### config.mk
export PLATFORM = sky130hd
export DESIGN_NAME = match_flow_ctrl
export DESIGN_NICKNAME = d
export VERILOG_FILES = /design/src/rtl/match_flow_ctrl.sv
export SDC_FILE = /design/constraint.sdc
export NUM_CORES = 1
export LEC_CHECK = 0
export BUFFER_PORTS_ARGS = -buffer_cell sky130_fd_sc_hd__buf_4
export CAP_MARGIN = 10
export CELL_PAD_IN_SITES_DETAIL_PLACEMENT = 0
export CELL_PAD_IN_SITES_GLOBAL_PLACEMENT = 1
export CORE_MARGIN = 2
export CORE_UTILIZATION = 49
export DETAILED_ROUTE_END_ITERATION = 8
export GPL_ROUTABILITY_DRIVEN = 0
export PLACE_DENSITY = 0.95
export REMOVE_ABC_BUFFERS = 1
export SYNTH_ARGS = -nofsm -noshare
export SYNTH_HDL_FRONTEND = slang
export SYNTH_SLANG_ARGS = --single-unit
### constraint.sdc
create_clock -name clk -period 13.45 [get_ports clk]
set_input_delay 2.0175 -clock clk [delete_from_list [all_inputs] [get_ports clk]]
set_output_delay 2.0175 -clock clk [all_outputs]
set_load 0.03 [all_outputs]
### src/rtl/match_flow_ctrl.sv
// Penalty-shootout match sequencer: start/keeper/shooter/result flow, scoring and early decision.
// Build option MATCH_SUDDEN_DEATH_EN: a tie after regulation continues round by round instead of losing.
package match_flow_pkg;
  typedef enum logic [2:0] {
    START   = 3'd0,
    KEEPER  = 3'd1,
    SHOOTER = 3'd2,
    WINNER  = 3'd3,
    LOSER   = 3'd4
  } g_state;

  typedef enum logic {
    MULTI = 1'b0,
    SOLO  = 1'b1
  } g_mode;
endpackage

module match_flow_ctrl
  import match_flow_pkg::*;
#(
  parameter int unsigned N_ROUNDS        = 5,
  parameter int unsigned SCORE_W         = 4,
  parameter int unsigned START_AS_KEEPER = 1
) (
  input  logic               clk,
  input  logic               rst,
  input  logic               left_clicked,
  input  logic               right_clicked,
  input  logic               solo_enable,
  input  logic               connect_ok,
  input  logic               shot_done,
  input  logic               shot_goal,
  output g_state             game_state,
  output g_mode              game_mode,
  output logic [SCORE_W-1:0] player_score,
  output logic [SCORE_W-1:0] opp_score,
  output logic [SCORE_W-1:0] round_cnt,
  output logic               match_end,
  output logic               match_result
);

`ifdef MATCH_SUDDEN_DEATH_EN
  localparam bit SUDDEN_DEATH = 1'b1;
`else
  localparam bit SUDDEN_DEATH = 1'b0;
`endif

  // Decision arithmetic is kept wide enough for N_ROUNDS even when SCORE_W is small.
  localparam int unsigned CW   = ((SCORE_W > 4) ? SCORE_W : 4) + 2;
  localparam logic [CW-1:0] N_CW = CW'(N_ROUNDS);
  localparam logic [SCORE_W-1:0] CNT_MAX = '1;

  g_state             state_q, state_d;
  g_mode              mode_q, mode_d;
  logic [SCORE_W-1:0] p_score_q, p_score_d, o_score_q, o_score_d;
  logic [SCORE_W-1:0] round_q, round_d;
  logic [SCORE_W-1:0] p_shots_q, p_shots_d, o_shots_q, o_shots_d;
  logic               half_q, half_d;
  logic               end_q, end_d;
  logic               result_q, result_d;

  logic [SCORE_W-1:0] p_new, o_new, psh_new, osh_new, round_new;
  logic               half_new, pair_done, win, lose, tie_end, is_solo;
  logic [CW-1:0]      target, rem_p, rem_o;

  function automatic logic [SCORE_W-1:0] sat_inc(input logic [SCORE_W-1:0] v);
    return (v == CNT_MAX) ? v : v + 1'b1;
  endfunction

  // Outcome of a shot resolved this cycle; only consumed by the FSM when one is accepted.
  always_comb begin
    is_solo   = (mode_q == SOLO);
    p_new     = p_score_q;
    o_new     = o_score_q;
    psh_new   = p_shots_q;
    osh_new   = o_shots_q;
    round_new = round_q;
    half_new  = 1'b0;
    pair_done = 1'b1;
    if (is_solo) begin
      if (shot_goal) o_new = sat_inc(o_score_q);
      else           p_new = sat_inc(p_score_q);
      psh_new   = sat_inc(p_shots_q);
      osh_new   = sat_inc(o_shots_q);
      round_new = sat_inc(round_q);
    end else begin
      if (state_q == KEEPER) begin
        if (shot_goal) o_new = sat_inc(o_score_q);
        osh_new = sat_inc(o_shots_q);
      end else begin
        if (shot_goal) p_new = sat_inc(p_score_q);
        psh_new = sat_inc(p_shots_q);
      end
      half_new  = ~half_q;
      pair_done = half_q;
      if (half_q) round_new = sat_inc(round_q);
    end
    // Past regulation the side yet to shoot in the open pair still owns one shot.
    target = N_CW;
    if (CW'(psh_new) > target) target = CW'(psh_new);
    if (CW'(osh_new) > target) target = CW'(osh_new);
    rem_p   = target - CW'(psh_new);
    rem_o   = target - CW'(osh_new);
    win     = CW'(p_new) > (CW'(o_new) + rem_o);
    lose    = CW'(o_new) > (CW'(p_new) + rem_p);
    tie_end = pair_done && (CW'(psh_new) >= N_CW) && (CW'(osh_new) >= N_CW) && (p_new == o_new);
  end

  always_comb begin
    state_d   = state_q;
    mode_d    = mode_q;
    p_score_d = p_score_q;
    o_score_d = o_score_q;
    round_d   = round_q;
    p_shots_d = p_shots_q;
    o_shots_d = o_shots_q;
    half_d    = half_q;
    end_d     = 1'b0;
    result_d  = result_q;
    case (state_q)
      START: begin
        mode_d = solo_enable ? SOLO : MULTI;
        if (left_clicked && (solo_enable || connect_ok)) begin
          p_score_d = '0;
          o_score_d = '0;
          round_d   = '0;
          p_shots_d = '0;
          o_shots_d = '0;
          half_d    = 1'b0;
          result_d  = 1'b0;
          state_d   = (solo_enable || (START_AS_KEEPER != 0)) ? KEEPER : SHOOTER;
        end
      end
      KEEPER, SHOOTER: begin
        if (!is_solo && !connect_ok) begin
          state_d = START;
        end else if (shot_done) begin
          p_score_d = p_new;
          o_score_d = o_new;
          round_d   = round_new;
          p_shots_d = psh_new;
          o_shots_d = osh_new;
          half_d    = half_new;
          if (win) begin
            state_d  = WINNER;
            end_d    = 1'b1;
            result_d = 1'b1;
          end else if (lose || (tie_end && !SUDDEN_DEATH)) begin
            state_d  = LOSER;
            end_d    = 1'b1;
            result_d = 1'b0;
          end else if (is_solo) begin
            state_d = KEEPER;
          end else begin
            state_d = (state_q == KEEPER) ? SHOOTER : KEEPER;
          end
        end
      end
      WINNER, LOSER: begin
        if (right_clicked) state_d = START;
      end
      default: state_d = START;
    endcase
  end

  always_ff @(posedge clk or negedge rst) begin
    if (!rst) begin
      state_q   <= START;
      mode_q    <= MULTI;
      p_score_q <= '0;
      o_score_q <= '0;
      round_q   <= '0;
      p_shots_q <= '0;
      o_shots_q <= '0;
      half_q    <= 1'b0;
      end_q     <= 1'b0;
      result_q  <= 1'b0;
    end else begin
      state_q   <= state_d;
      mode_q    <= mode_d;
      p_score_q <= p_score_d;
      o_score_q <= o_score_d;
      round_q   <= round_d;
      p_shots_q <= p_shots_d;
      o_shots_q <= o_shots_d;
      half_q    <= half_d;
      end_q     <= end_d;
      result_q  <= result_d;
    end
  end

  assign game_state   = state_q;
  assign game_mode    = mode_q;
  assign player_score = p_score_q;
  assign opp_score    = o_score_q;
  assign round_cnt    = round_q;
  assign match_end    = end_q;
  assign match_result = result_q;

endmodule

==> metrics <==
vias in the first global route 2273; sw frac 53.20%; total track usage 21.90%; worst flop-to-flop path startpoint game_state[1]; Site Rows 27; post-DP HPWL 4931 um; cts hold-fix bufs 0; Die X 78.77 um; hold path cells 1; Final Net Count 374; worst slew pin tran 0.8770 ns; worst IR drop on VDD 164.4 uV; Netlist cell types 57; Sw Pwr 0.4029 mW; max_cap viols 0; Post-Syn Area 2739 sq um; Synth area leaders dfrtp_1 25%, ha_1 11%, fa_1 5.8%, o31ai_1 4.9%, xor2_1 4.2%; Period Utilization, post-route 49.19%; end of the worst hold path half_q; Syn Area/Cell 8.723 sq um; share of cells above drive strength 1 14.46%; final hold vios 0; CTS tree done; CTS buffer count 3; non-filler cells, final 404; CP max FO 14; io pins 26; Resize count post-CTS 0; vias 2365; Worst Hold Class flip-flop to flip-flop; Sequential Power Share 18.8%; post-synthesis sequential area ratio 24.67%; critical path type flip-flop to flip-flop; final clock skew 0.005331 ns; Int Pwr 0.3544 mW; Post-Syn Instances 314; Req. time, crit path 13.64 ns; H-tree depth 1; CP Launch Type flip-flop; fmax 0.1512 GHz; Synthesis Warnings 0; Post-synth EDFFs 0; Worst Setup End Kind flip-flop; top-count cell post-synth inv_1; P_leak 1.491 nW; Post-synth top flop dfrtp_1; initial antenna violation count 0; I/O Buffers 25; Post-synth top cells 30 x inv_1, 27 x dfrtp_1, 25 x ha_1, 20 x nand2_1, 19 x nor2_1; Vert. Die Dim 78.77 um; first-pass GRT wire length 10920 um; DR vias/cell 5.854; Root Driver clkbuf_8; area leader, netlist dfrtp_1; Initial Utilization 50.36%; Clock Power Share 6.6%; die area 6204 sq um; outcome finished, final reports clean; GRT overflow 0; Clock Path Buffers 2; Core Area 5439 sq um; minimum clock period 6.616 ns; Worst R2R Path Depth 25; flops & latches, synth 27; PwrDens 251.5 nW/um^2; clk slew on worst S/H paths 0.10 ns; ANT cells 0; Placed Instances 400; DRC 0; Yosys top cell area share 24.67%; Initial DRC Count 168; clock sink total 27; worst reg2reg endpoint match_result; worst hold slack 0.5349 ns; Relative slew margins 41.39%; Comb power frac 74.5%; drt pass-1 iters 4; Post-DRT Antenna Nets 0; CP arrival 6.81 ns; final setup vio count 0; routed length per instance 15.68 um; pin count of the biggest net entering global routing 31; Async SR Flop Fraction 100.0%; postcts setup bufs 0; fin. max-slew vios 0; beginning of the worst hold path half_q; reg2reg setup slack 6.83 ns; Final Routed Wirelength 6335 um; Final TNS setup 0 ns; Clock Latency Late Sink 0.28 ns; RSZ-0062 raised after global routing no; Syn-to-layout area delta 9.959%
critical path, cell delays in order (launching register included):
cell	delay, ns
dfrtp_1	0.58
or4b_1	0.76
nand4_1	0.19
mux2i_2	0.43
inv_1	0.14
o21ai_0	0.27
ha_1	0.19
nor2b_1	0.13
o21ai_0	0.08
nand2b_1	0.08
a21oi_1	0.06
a41oi_1	0.65
nor2_1	0.12
a21oi_1	0.25
fa_1	0.51
inv_1	0.08
ha_1	0.22
a21o_1	0.17
a21oi_1	0.24
xor2_1	0.18
ha_1	0.27
nand4_1	0.10
o21ai_0	0.08
a21oi_1	0.37
a21oi_1	0.13
a211oi_1	0.25
per-stage QoR:
step	area [sq um]	util, %	power, mW	setup WS [ns]
2_1_floorplan	2678	-	0.5633	7.497
3_3_place_gp	2963	54.47	0.6943	7.176
3_5_place_dp	2963	54.47	0.7048	6.899
4_1_cts	3012	55.37	0.7564	6.887
5_1_grt	3012	55.37	0.8473	6.342
6_report	3012	55.37	0.7573	6.834
power by group through the flow:
stage	Sequential, mW	Combinational (mW)	Clock (mW)
final	0.143	0.565	0.0500
after detailed placement	0.143	0.562	0
after floorplan	0.159	0.404	0
after global routing	0.147	0.647	0.0534
after global placement	0.142	0.552	0
after CTS	0.141	0.566	0.0493
layout by cell type, fill, tap and decap left out, drive strengths merged, types with 3 or more instances in the layout:
| cell type | Yosys | layout |
|---|---|---|
| inv | 31 | 31 |
| nand4 | 3 | 3 |
| o21a | 5 | 5 |
| and2 | 5 | 5 |
| dfrtp | 27 | 27 |
| clkbuf | 7 | 3 |
| nor3b | 3 | 3 |
| fa | 8 | 8 |
| nor3 | 4 | 4 |
| o211ai | 4 | 4 |
| o21ai | 20 | 20 |
| a21o | 7 | 7 |
| buf | 5 | 26 |
| nor4 | 3 | 3 |
| mux2i | 8 | 8 |
| ha | 25 | 25 |
| or3 | 3 | 3 |
| nor2b | 6 | 6 |
| a21oi | 17 | 17 |
| nand2b | 6 | 6 |
| nand3 | 8 | 8 |
| nand2 | 22 | 22 |
| o31ai | 18 | 18 |
| o2111ai | 4 | 4 |
| a41oi | 3 | 3 |
| mux2 | 5 | 5 |
| and3 | 3 | 3 |
| xor2 | 13 | 13 |
| nor2 | 19 | 19 |
state kept, by name (all words and copies together), names as in the netlist:
signal,count
opp_score,4
p_shots_q,4
game_state,3
player_score,4
round_cnt,4
match_result,1
o_shots_q,4
match_end,1
game_mode,1
half_q,1
worst max-delay path by stage:
stage             startpoint       endpoint  slack [ns]  cells past startpoint
5_1_grt        game_state[1]   match_result        6.34                     24
4_1_cts        game_state[1]   match_result        6.89                     25
2_1_floorplan  game_state[1]  game_state[0]        7.50                     23
3_5_place_dp   game_state[1]   match_result        6.90                     25
6_report       game_state[1]   match_result        6.83                     25
3_3_place_gp   game_state[1]      match_end        7.18                     23
cell families after synthesis:
kind of cell,after synthesis,share of synthesized area (%)
mux,13,5.254
compound gates,92,23.25
fa+ha+maj,33,17.27
simple gates,91,18.27
buf+inv,43,6.487
xor+xnor,15,4.797
flops,27,24.67
per-layer routing:
layer  wire (um)  global-route usage, %  part of all wire, %  vias up
met5           0                      0                    0        -
met3         271                  3.750                  4.3       11
met1        2996                  30.24                   47     1127
met4          95                  3.684                  1.5        0
met2        2971                  36.67                   47       51
li1            -                      -                    -     1176
cell type report:
class | count | area (sq um)
Clock buffer | 3 | 41.29
Clock inverter | 1 | 7.507
Fill cell | 495 | 2427
Inverter | 31 | 116.4
Multi-Input combinational cell | 244 | 1886
Sequential cell | 27 | 675.6
Tap cell | 72 | 90.09
Timing Repair Buffer | 26 | 195.2
Note: power is estimated with default switching activity, not from simulation.
